[src/rtl/show_rect_ascii_draw_pkg.sv]
// Shared constants and types for the ASCII/rectangle drawing engine.
// Opcodes, font geometry, default widths and the engine state encoding.
package show_rect_ascii_draw_pkg;

   localparam int L_W_DEF = 8;
   localparam int C_W_DEF = 3;

   localparam int FONT_W = 8;
   localparam int FONT_H = 16;
   localparam int COL_W  = $clog2(FONT_W);
   localparam int ROW_W  = $clog2(FONT_H);

   localparam logic [1:0] OP_CLEAR = 2'd0;
   localparam logic [1:0] OP_CHAR  = 2'd1;
   localparam logic [1:0] OP_RECT  = 2'd2;

   localparam logic [7:0] ASCII_FIRST = 8'h20;

   typedef enum logic [2:0] {
      ST_IDLE,
      ST_CLEAR,
      ST_FETCH,
      ST_CHAR,
      ST_RECT,
      ST_DONE
   } state_t;

endpackage

[src/rtl/show_rect_ascii_draw.sv]
// Drawing engine: clears row bands, renders 8x16 glyphs from an external font
// ROM and outlines rectangles, emitting one registered pixel write per cycle.
module show_rect_ascii_draw
   import show_rect_ascii_draw_pkg::*;
#(
   parameter int L_W = L_W_DEF,
   parameter int C_W = C_W_DEF
) (
   input  logic               sys_clk,
   input  logic               sys_rst,
   input  logic               i_cmd_valid,
   output logic               o_cmd_ready,
   input  logic [1:0]         i_cmd_op,
   input  logic [7:0]         i_ascii,
   input  logic [C_W-1:0]     i_color,
   input  logic [L_W-1:0]     i_x,
   input  logic [L_W-1:0]     i_y,
   input  logic [L_W-1:0]     i_x1,
   input  logic [L_W-1:0]     i_y1,
   input  logic [L_W-1:0]     i_x2,
   input  logic [L_W-1:0]     i_y2,
   input  logic [L_W-1:0]     i_ys,
   input  logic [L_W-1:0]     i_ye,
   output logic [10:0]        o_font_addr,
   input  logic [7:0]         i_font_data,
   output logic               o_wr_en,
   output logic [2*L_W-1:0]   o_wr_addr,
   output logic [C_W-1:0]     o_wr_data,
   output logic               o_done
);

   state_t state, state_nxt;

   logic [6:0]       ascii_q;
   logic [C_W-1:0]   color_q;
   logic [L_W-1:0]   x_q, y_q, x1_q, y1_q, x2_q, y2_q, ye_q;
   logic [L_W-1:0]   cnt_x, cnt_y, rect_cnt;
   logic [ROW_W-1:0] row;
   logic [COL_W-1:0] col;
   logic [1:0]       side;

   logic             wr_en_q;
   logic [2*L_W-1:0] wr_addr_q;
   logic [C_W-1:0]   wr_data_q;

   logic             accept, ascii_ok, clear_last, col_last, row_last, side_end;
   logic             pix_on, clip;
   logic [L_W:0]     x_sum, y_sum;
   logic [2*L_W-1:0] rect_addr;

   assign accept     = (state == ST_IDLE) && i_cmd_valid;
   assign ascii_ok   = (i_ascii >= ASCII_FIRST) && !i_ascii[7];
   assign clear_last = (cnt_x == '1) && (cnt_y == ye_q);
   assign col_last   = (col == COL_W'(FONT_W - 1));
   assign row_last   = (row == ROW_W'(FONT_H - 1));
   assign side_end   = (rect_cnt == (side[1] ? y2_q : x2_q));

   // The extra carry bit flags glyph pixels that fall off the canvas edge.
   assign x_sum  = {1'b0, x_q} + (L_W+1)'(col);
   assign y_sum  = {1'b0, y_q} + (L_W+1)'(row);
   assign clip   = x_sum[L_W] | y_sum[L_W];
   assign pix_on = i_font_data[COL_W'(FONT_W - 1) - col];

   always_comb begin
      rect_addr = {rect_cnt, x2_q};
      unique case (side)
         2'd0:    rect_addr = {y1_q, rect_cnt};
         2'd1:    rect_addr = {y2_q, rect_cnt};
         2'd2:    rect_addr = {rect_cnt, x1_q};
         default: rect_addr = {rect_cnt, x2_q};
      endcase
   end

   always_ff @(posedge sys_clk) begin
      if (sys_rst) state <= ST_IDLE;
      else         state <= state_nxt;
   end

   always_comb begin
      state_nxt = state;
      unique case (state)
         ST_IDLE:
            if (i_cmd_valid) begin
               unique case (i_cmd_op)
                  OP_CLEAR: state_nxt = (i_ys > i_ye) ? ST_DONE : ST_CLEAR;
                  OP_CHAR:  state_nxt = ascii_ok ? ST_FETCH : ST_DONE;
                  OP_RECT:  state_nxt = ((i_x1 > i_x2) || (i_y1 > i_y2)) ? ST_DONE : ST_RECT;
                  default:  state_nxt = ST_DONE;
               endcase
            end
         ST_CLEAR: if (clear_last) state_nxt = ST_DONE;
         ST_FETCH: state_nxt = ST_CHAR;
         ST_CHAR:  if (col_last) state_nxt = row_last ? ST_DONE : ST_FETCH;
         ST_RECT:  if ((side == 2'd3) && side_end) state_nxt = ST_DONE;
         ST_DONE:  state_nxt = ST_IDLE;
         default:  state_nxt = ST_IDLE;
      endcase
   end

   always_comb begin
      o_cmd_ready = 1'b0;
      o_done      = 1'b0;
      unique case (state)
         ST_IDLE: o_cmd_ready = 1'b1;
         ST_DONE: o_done      = 1'b1;
         default: ;
      endcase
   end

   always_ff @(posedge sys_clk) begin
      if (sys_rst) begin
         ascii_q  <= '0;
         color_q  <= '0;
         x_q      <= '0;
         y_q      <= '0;
         x1_q     <= '0;
         y1_q     <= '0;
         x2_q     <= '0;
         y2_q     <= '0;
         ye_q     <= '0;
         cnt_x    <= '0;
         cnt_y    <= '0;
         rect_cnt <= '0;
         row      <= '0;
         col      <= '0;
         side     <= '0;
      end else if (accept) begin
         ascii_q  <= i_ascii[6:0];
         color_q  <= i_color;
         x_q      <= i_x;
         y_q      <= i_y;
         x1_q     <= i_x1;
         y1_q     <= i_y1;
         x2_q     <= i_x2;
         y2_q     <= i_y2;
         ye_q     <= i_ye;
         cnt_x    <= '0;
         cnt_y    <= i_ys;
         rect_cnt <= i_x1;
         row      <= '0;
         col      <= '0;
         side     <= '0;
      end else begin
         unique case (state)
            ST_CLEAR: begin
               cnt_x <= cnt_x + L_W'(1);
               if (cnt_x == '1) cnt_y <= cnt_y + L_W'(1);
            end
            ST_CHAR: begin
               col <= col + COL_W'(1);
               if (col_last) row <= row + ROW_W'(1);
            end
            // Top/bottom restart at x1, left/right restart at y1.
            ST_RECT: begin
               if (side_end) begin
                  side     <= side + 2'd1;
                  rect_cnt <= (side == 2'd0) ? x1_q : y1_q;
               end else begin
                  rect_cnt <= rect_cnt + L_W'(1);
               end
            end
            default: ;
         endcase
      end
   end

   always_ff @(posedge sys_clk) begin
      if (sys_rst) begin
         wr_en_q   <= 1'b0;
         wr_addr_q <= '0;
         wr_data_q <= '0;
      end else begin
         wr_en_q <= 1'b0;
         unique case (state)
            ST_CLEAR: begin
               wr_en_q   <= 1'b1;
               wr_addr_q <= {cnt_y, cnt_x};
               wr_data_q <= '0;
            end
            ST_CHAR: begin
               wr_en_q   <= pix_on && !clip;
               wr_addr_q <= {y_sum[L_W-1:0], x_sum[L_W-1:0]};
               wr_data_q <= color_q;
            end
            ST_RECT: begin
               wr_en_q   <= 1'b1;
               wr_addr_q <= rect_addr;
               wr_data_q <= color_q;
            end
            default: ;
         endcase
      end
   end

   assign o_font_addr = {ascii_q, row};
   assign o_wr_en     = wr_en_q;
   assign o_wr_addr   = wr_addr_q;
   assign o_wr_data   = wr_data_q;

endmodule

[config.mk]
export PLATFORM = sky130hd
export DESIGN_NAME = show_rect_ascii_draw
export DESIGN_NICKNAME = d
export VERILOG_FILES = /design/src/rtl/show_rect_ascii_draw_pkg.sv /design/src/rtl/show_rect_ascii_draw.sv
export SDC_FILE = /design/constraint.sdc
export NUM_CORES = 1
export LEC_CHECK = 0
export CORE_MARGIN = 8
export CORE_UTILIZATION = 50
export DETAILED_ROUTE_END_ITERATION = 16
export GPL_ROUTABILITY_DRIVEN = 0
export PLACE_DENSITY = 0.76
export SLEW_MARGIN = 10
export SYNTH_ARGS = -nofsm -noshare
export SYNTH_HDL_FRONTEND = slang
export SYNTH_SLANG_ARGS = --single-unit
[constraint.sdc]
create_clock -name sys_clk -period 3.8 [get_ports sys_clk]
set_input_delay 0.57 -clock sys_clk [delete_from_list [all_inputs] [get_ports sys_clk]]
set_output_delay 0.57 -clock sys_clk [all_outputs]
set_load 0.1 [all_outputs]
Word-level counts from Yosys, hierarchy flattened
Cells that the tools add are included.
{"block": "totals", "regBits": 122, "inputBits": 88, "output_inout_bits": 33, "elab_cells": 102}
{"block": "op_classes", "n_addsub": 9, "magnitude_cmp": 5, "n_eq_ne": 19, "mux": 26, "bitwise_logic": 1, "reduce_logical": 23}
{"cell": "16-bit one-hot mux with 3 select lines", "n": 2}
{"cell": "8-bit 2-to-1 mux", "n": 8}
{"cell": "8-bit by 1-bit adder with 8-bit output, second input constant", "n": 3}
{"cell": "8-bit greater-than comparator", "n": 3}
{"cell": "3-bit 2-to-1 mux", "n": 7}
{"cell": "8-bit equality test", "n": 2}
{"cell": "3-bit one-hot mux with 5 select lines", "n": 1}
{"cell": "8-bit by 3-bit adder with 9-bit output", "n": 1}
{"cell": "8-bit by 4-bit adder with 9-bit output", "n": 1}
{"cell": "3-bit equality test, second input constant", "n": 3}
{"cell": "3-bit one-hot mux with 3 select lines", "n": 1}
{"cell": "8-bit equality test, second input constant", "n": 1}
{"cell": "8-bit by 6-bit >= comparator with 1-bit output, second input constant", "n": 1}
{"cell": "2-bit != test, second input constant", "n": 4}
{"cell": "2-bit nonzero test", "n": 4}
{"cell": "2-bit equality test, second input constant", "n": 3}
{"cell": "3-bit by 2-bit equality test with 1-bit output, second input constant", "n": 2}
{"cell": "3-bit one-hot mux with 2 select lines", "n": 1}
{"cell": "2-bit AND reduction", "n": 3}
{"cell": "2-bit OR reduction", "n": 3}
{"cell": "1-bit logical AND", "n": 5}
{"cell": "4-bit by 1-bit adder with 4-bit output, second input constant", "n": 1}
{"cell": "2-bit by 1-bit equality test with 1-bit output, second input constant", "n": 2}
{"cell": "4-bit equality test, second input constant", "n": 1}
{"cell": "other kinds (15)", "n": 20}

Longest topological paths before layout
{"block": "logic_depth", "depth_word": 6, "ltp_mapped": 11, "ltp_nobuf": 8}

Worst setup path before layout
OpenSTA, ideal clock, no wires.
{"block": "synth_path", "path_kind": "reg2reg", "start": "register state[2]", "end": "register ascii_q[0]", "setup_ps": 70, "t_arrival_ps": 3738, "required_time_ps": 3730, "slack_ps": -8, "stages_incl_launch_ff": 9, "path_buffers": 4, "cell_sequence": "dfxtp_1 > buf_2 > nor3_1 > and2_1 > clkbuf_1 > buf_2 > buf_1 > nand2_1 > a21oi_1"}
{"block": "synth_via", "elab_chain_cells": 2}
{"item": "start: declaration", "line": "show_rect_ascii_draw.sv:32", "source": "state_t state, state_nxt;"}
{"item": "start signal: assignment", "line": "show_rect_ascii_draw.sv:76", "source": "else state <= state_nxt;"}
{"item": "3-bit zero test", "line": "show_rect_ascii_draw.sv:51", "source": "assign accept = (state == ST_IDLE) && i_cmd_valid;"}
{"item": "1-bit logical AND", "line": "show_rect_ascii_draw.sv:51"}
{"item": "end signal: assignment", "line": "show_rect_ascii_draw.sv:128", "source": "ascii_q <= i_ascii[6:0];"}
{"item": "end: declaration", "line": "show_rect_ascii_draw.sv:34", "source": "logic [6:0] ascii_q;"}
Every way passes these cells.
A chain may end at the register's enable or synchronous reset.

Worst setup path after layout
{"block": "layout_path", "start": "register state[2]", "end": "register wr_addr_q[15], in the netlist o_wr_addr[15]"}
{"block": "layout_via", "elab_chain_cells": 2}
{"item": "3-bit equality test (tied with other cells)", "line": "show_rect_ascii_draw.sv:174", "source": "unique case (state)"}
{"item": "16-bit one-hot mux with 3 select lines or 3-bit nonzero test (tied branches)"}
{"item": "end signal: assignment", "line": "show_rect_ascii_draw.sv:177", "source": "wr_addr_q <= {cnt_y, cnt_x};"}
{"item": "end signal: assignment", "line": "show_rect_ascii_draw.sv:182", "source": "wr_addr_q <= {y_sum[L_W-1:0], x_sum[L_W-1:0]};"}
{"item": "end signal: assignment", "line": "show_rect_ascii_draw.sv:187", "source": "wr_addr_q <= rect_addr;"}
{"item": "end: declaration", "line": "show_rect_ascii_draw.sv:43", "source": "logic [2*L_W-1:0] wr_addr_q;"}
Parallel ways exist; a longest one is shown, timed or not.

==> flow_metrics.env <==
export IMPL_status="complete, no violations"
export IMPL_tightestPinTransition_ns=1.01
export IMPL_grt_antenna_before_repair=0
export IMPL_synth_adder_area_share=0.0816
export IMPL_peakVddDrop_uv=455
export IMPL_drt_total_wl_um=20300
export IMPL_core_region_area_um2=13700
export IMPL_worstPathRequired_ns=4.13
export IMPL_overflow=0
export IMPL_final_util=0.640
export IMPL_dieArea_um2=17900
export IMPL_synth_seq_cells=122
export IMPL_grt_pass1_vias=6401
export IMPL_hp_start="ascii_q[6]"
export IMPL_synth_most_common_cell="nand2_1"
export IMPL_critPathArrivalTime_ns=3.22
export IMPL_drt_iter0_markers=618
export IMPL_grt_pass1_wl_um=32600
export IMPL_cp_cell_sequence="nor2b_1 -> nand2_1 -> nand2_1 -> o21bai_1 -> or3_1 -> o31ai_1"
export IMPL_finalHoldViolCount=0
export IMPL_muxShareOfSynthArea=0.0426
export IMPL_drv_cap=0
export IMPL_tns_ns=0
export IMPL_r2r_cells=6
export IMPL_routedWlPerCell_um=17.5
export IMPL_r2r_start="state[2]"
export IMPL_crit_type="reg2reg"
export IMPL_slew_headroom=0.323
export IMPL_grt_max_degree=83
export IMPL_synth_simple_area_share=0.212
export IMPL_htreeDepth=4
export IMPL_vias=6548
export IMPL_crit_family="simple AND/OR/NAND/NOR gates"
export IMPL_ctsRootBufferMaster="clkbuf_16"
export IMPL_n_fill_cell=1195
export IMPL_clockBufferDepth=2
export IMPL_worst_setup_path_start_kind="flop"
export IMPL_synth_top_area_frac=0.352
export IMPL_setup_viol=0
export IMPL_drv_slew=0
export IMPL_dp_hpwl_um=14900
export IMPL_cts_resized=0
export IMPL_cts_setup_buffers=0
export IMPL_syn_to_final_growth_pct=26.6
export IMPL_startpoint="state[2]"
export IMPL_hold_depth=2
export IMPL_crit_path_end_kind="flop"
export IMPL_yosysWarnings=0
export IMPL_syn_area_per_cell_um2=7.85
export IMPL_comb_power_share=0.429
export IMPL_fin_crit_sh=0.762
export IMPL_grt_usage=0.226
export IMPL_p_int_w=0.00340
export IMPL_ys_types=52
export IMPL_powerDensity_nw_per_um2=695
export IMPL_ant_nets=0
export IMPL_synth_common_cells="nand2_1 (188), dfxtp_1 (122), a21oi_1 (98), nor2_1 (57), clkbuf_1 (48)"
export IMPL_io_pins=121
export IMPL_power_frac_seq=0.312
export IMPL_finalNetCount=1100
export IMPL_numCtsBuffers=17
export IMPL_synthFlopType="dfxtp_1"
export IMPL_final_cell_count_no_fill=1160
export IMPL_p_sw_frac=0.442
export IMPL_drive_gt1_frac=0.0561
export IMPL_yosys_top_cells_area="dfxtp_1 (35%), nand2_1 (10%), ha_1 (7.6%)"
export IMPL_dr_pass1_iters=6
export IMPL_clkTransAtPathRegs_ns=0.05
export IMPL_hold_class="reg2reg"
export IMPL_die_height_um=134
export IMPL_cp_max_fo=20
export IMPL_cp_slowest_stage_delay_ns=0.73
export IMPL_cts_hold_buf=0
export IMPL_rows=43
export IMPL_holdPathEnd="ascii_q[6]"
export IMPL_synth_compound_area_frac=0.197
export IMPL_num_antenna_cells=0
export IMPL_seq_area_frac_synth=0.352
export IMPL_mappedNetlistArea_um2=6930
export IMPL_p_leak_nw=3.49
export IMPL_rsz0062_at_grt="no"
export IMPL_fin_crit_ns=2.90
export IMPL_syn_num_nets=1015
export IMPL_worst_clock_skew_ns=0.00500
export IMPL_r2r_end="o_wr_addr[15]"
export IMPL_tritoncts="built"
export IMPL_viasPerCell=5.64
export IMPL_pwr_share_clk=0.259
export IMPL_netlist_instances=883
export IMPL_p_switching_w=0.00270
export IMPL_yosys_area_top_type="dfxtp_1"
export IMPL_path_common_cell="nand2_1"
export IMPL_async_flop_share=0
export IMPL_synth_top_family_by_area="simple AND/OR/NAND/NOR gates"
export IMPL_drc_errors=0
export IMPL_fmax_mhz=345
export IMPL_synth_xor_xnor_area_share=0.0632
export IMPL_die_w_um=134
export IMPL_synth_edff_count=0
export IMPL_cp_num_buf_inv=0
export IMPL_slowest_stage="dfxtp_1"
export IMPL_initial_core_util=0.505
export IMPL_port_buffers=120
export IMPL_clk_latency_ns=0.41
export IMPL_ff2ff_setup_slack_ns=0.90
export IMPL_cts_sink_count=122
export IMPL_placed_cells=1129
-- logic make-up (layout without fill, tap and decap cells) --
family | count (synthesis) | after routing
buffers and inverters | 95 | 192
AOI/OAI and AO/OA | 218 | 218
adders and majority gates | 44 | 44
muxes | 27 | 27
DFF | 122 | 122
xor gates and xnor gates | 50 | 50
and+or+nand+nor | 327 | 327
-- placed cells by master (no fill, tap or decap), drive strengths merged, types with 25 or more instances in the layout --
cell	instances
ha	42
nand2	188
clkdlybuf4s50	117
a21oi	98
dfxtp	122
xor2	27
mux2i	25
inv	33
nor2	58
a211oi	25
-- metal layers --
layer,part of all wire,track usage,vias to the layer above
li1,-,-,3232
met5,0,0,-
met1,0.42,0.268,3055
met2,0.49,0.377,219
met4,0.029,0.100,0
met3,0.060,0.0591,42
-- worst max-delay path by stage --
stage                         end  slack, ns  cells after the start
finish              o_wr_addr[15]       0.90                      6
global route        o_wr_addr[15]       0.73                      6
CTS                 o_wr_addr[15]       1.01                      6
detailed placement  o_wr_addr[15]       1.03                      6
global placement    o_wr_addr[15]       1.01                      6
floorplan              ascii_q[0]       0.99                      8
-- power groups by stage --
| stage | logic (W) | clock network [W] | registers [W] |
|---|---|---|---|
| final | 0.00262 | 0.00158 | 0.00190 |
| after global routing | 0.00282 | 0.00166 | 0.00193 |
| after CTS | 0.00262 | 0.00160 | 0.00190 |
| after detailed placement | 0.00260 | 0 | 0.00192 |
| after global placement | 0.00257 | 0 | 0.00192 |
| after floorplan | 0.00135 | 0 | 0.00244 |
-- registers in the layout, indices dropped and copies added (netlist names) --
register and cells:
state 3, col 3, y2_q 8, o_wr_addr 16, y1_q 8, cnt_x 8, rect_cnt 8, x2_q 8
cnt_y 8, ye_q 8, ascii_q 7, x_q 8, o_wr_data 3, y_q 8, row 4, o_wr_en 1
color_q 3, side 2, x1_q 8
-- through the flow --
stage	hold WS (ns)	worst slack, ns	power (W)	cell area, um2
after floorplan	0.440	0.993	0.00379	6940
after global placement	0.442	1.01	0.00449	8200
after detailed placement	0.449	1.03	0.00452	8200
after CTS	0.456	1.01	0.00611	8780
after global routing	0.469	0.734	0.00641	8780
final	0.452	0.904	0.00610	8780
-- worst min-delay path, cell delays in order, from the launching register on --
cell and delay (ns):
dfxtp_1 0.30, nand2_1 0.05, a21oi_1 0.05
-- cell type report --
| cell class | instances | area (um2) | share of cell area |
|---|---|---|---|
| multi-input combinational | 666 | 4140 | 0.471 |
| sequential | 122 | 2440 | 0.278 |
| timing repair buffer | 128 | 1270 | 0.144 |
| clock buffer | 23 | 488 | 0.0556 |
| tap | 180 | 225 | 0.0257 |
| inverter | 33 | 124 | 0.0141 |
| clock inverter | 8 | 92.6 | 0.0106 |
Power figures use the tool's default switching activity.
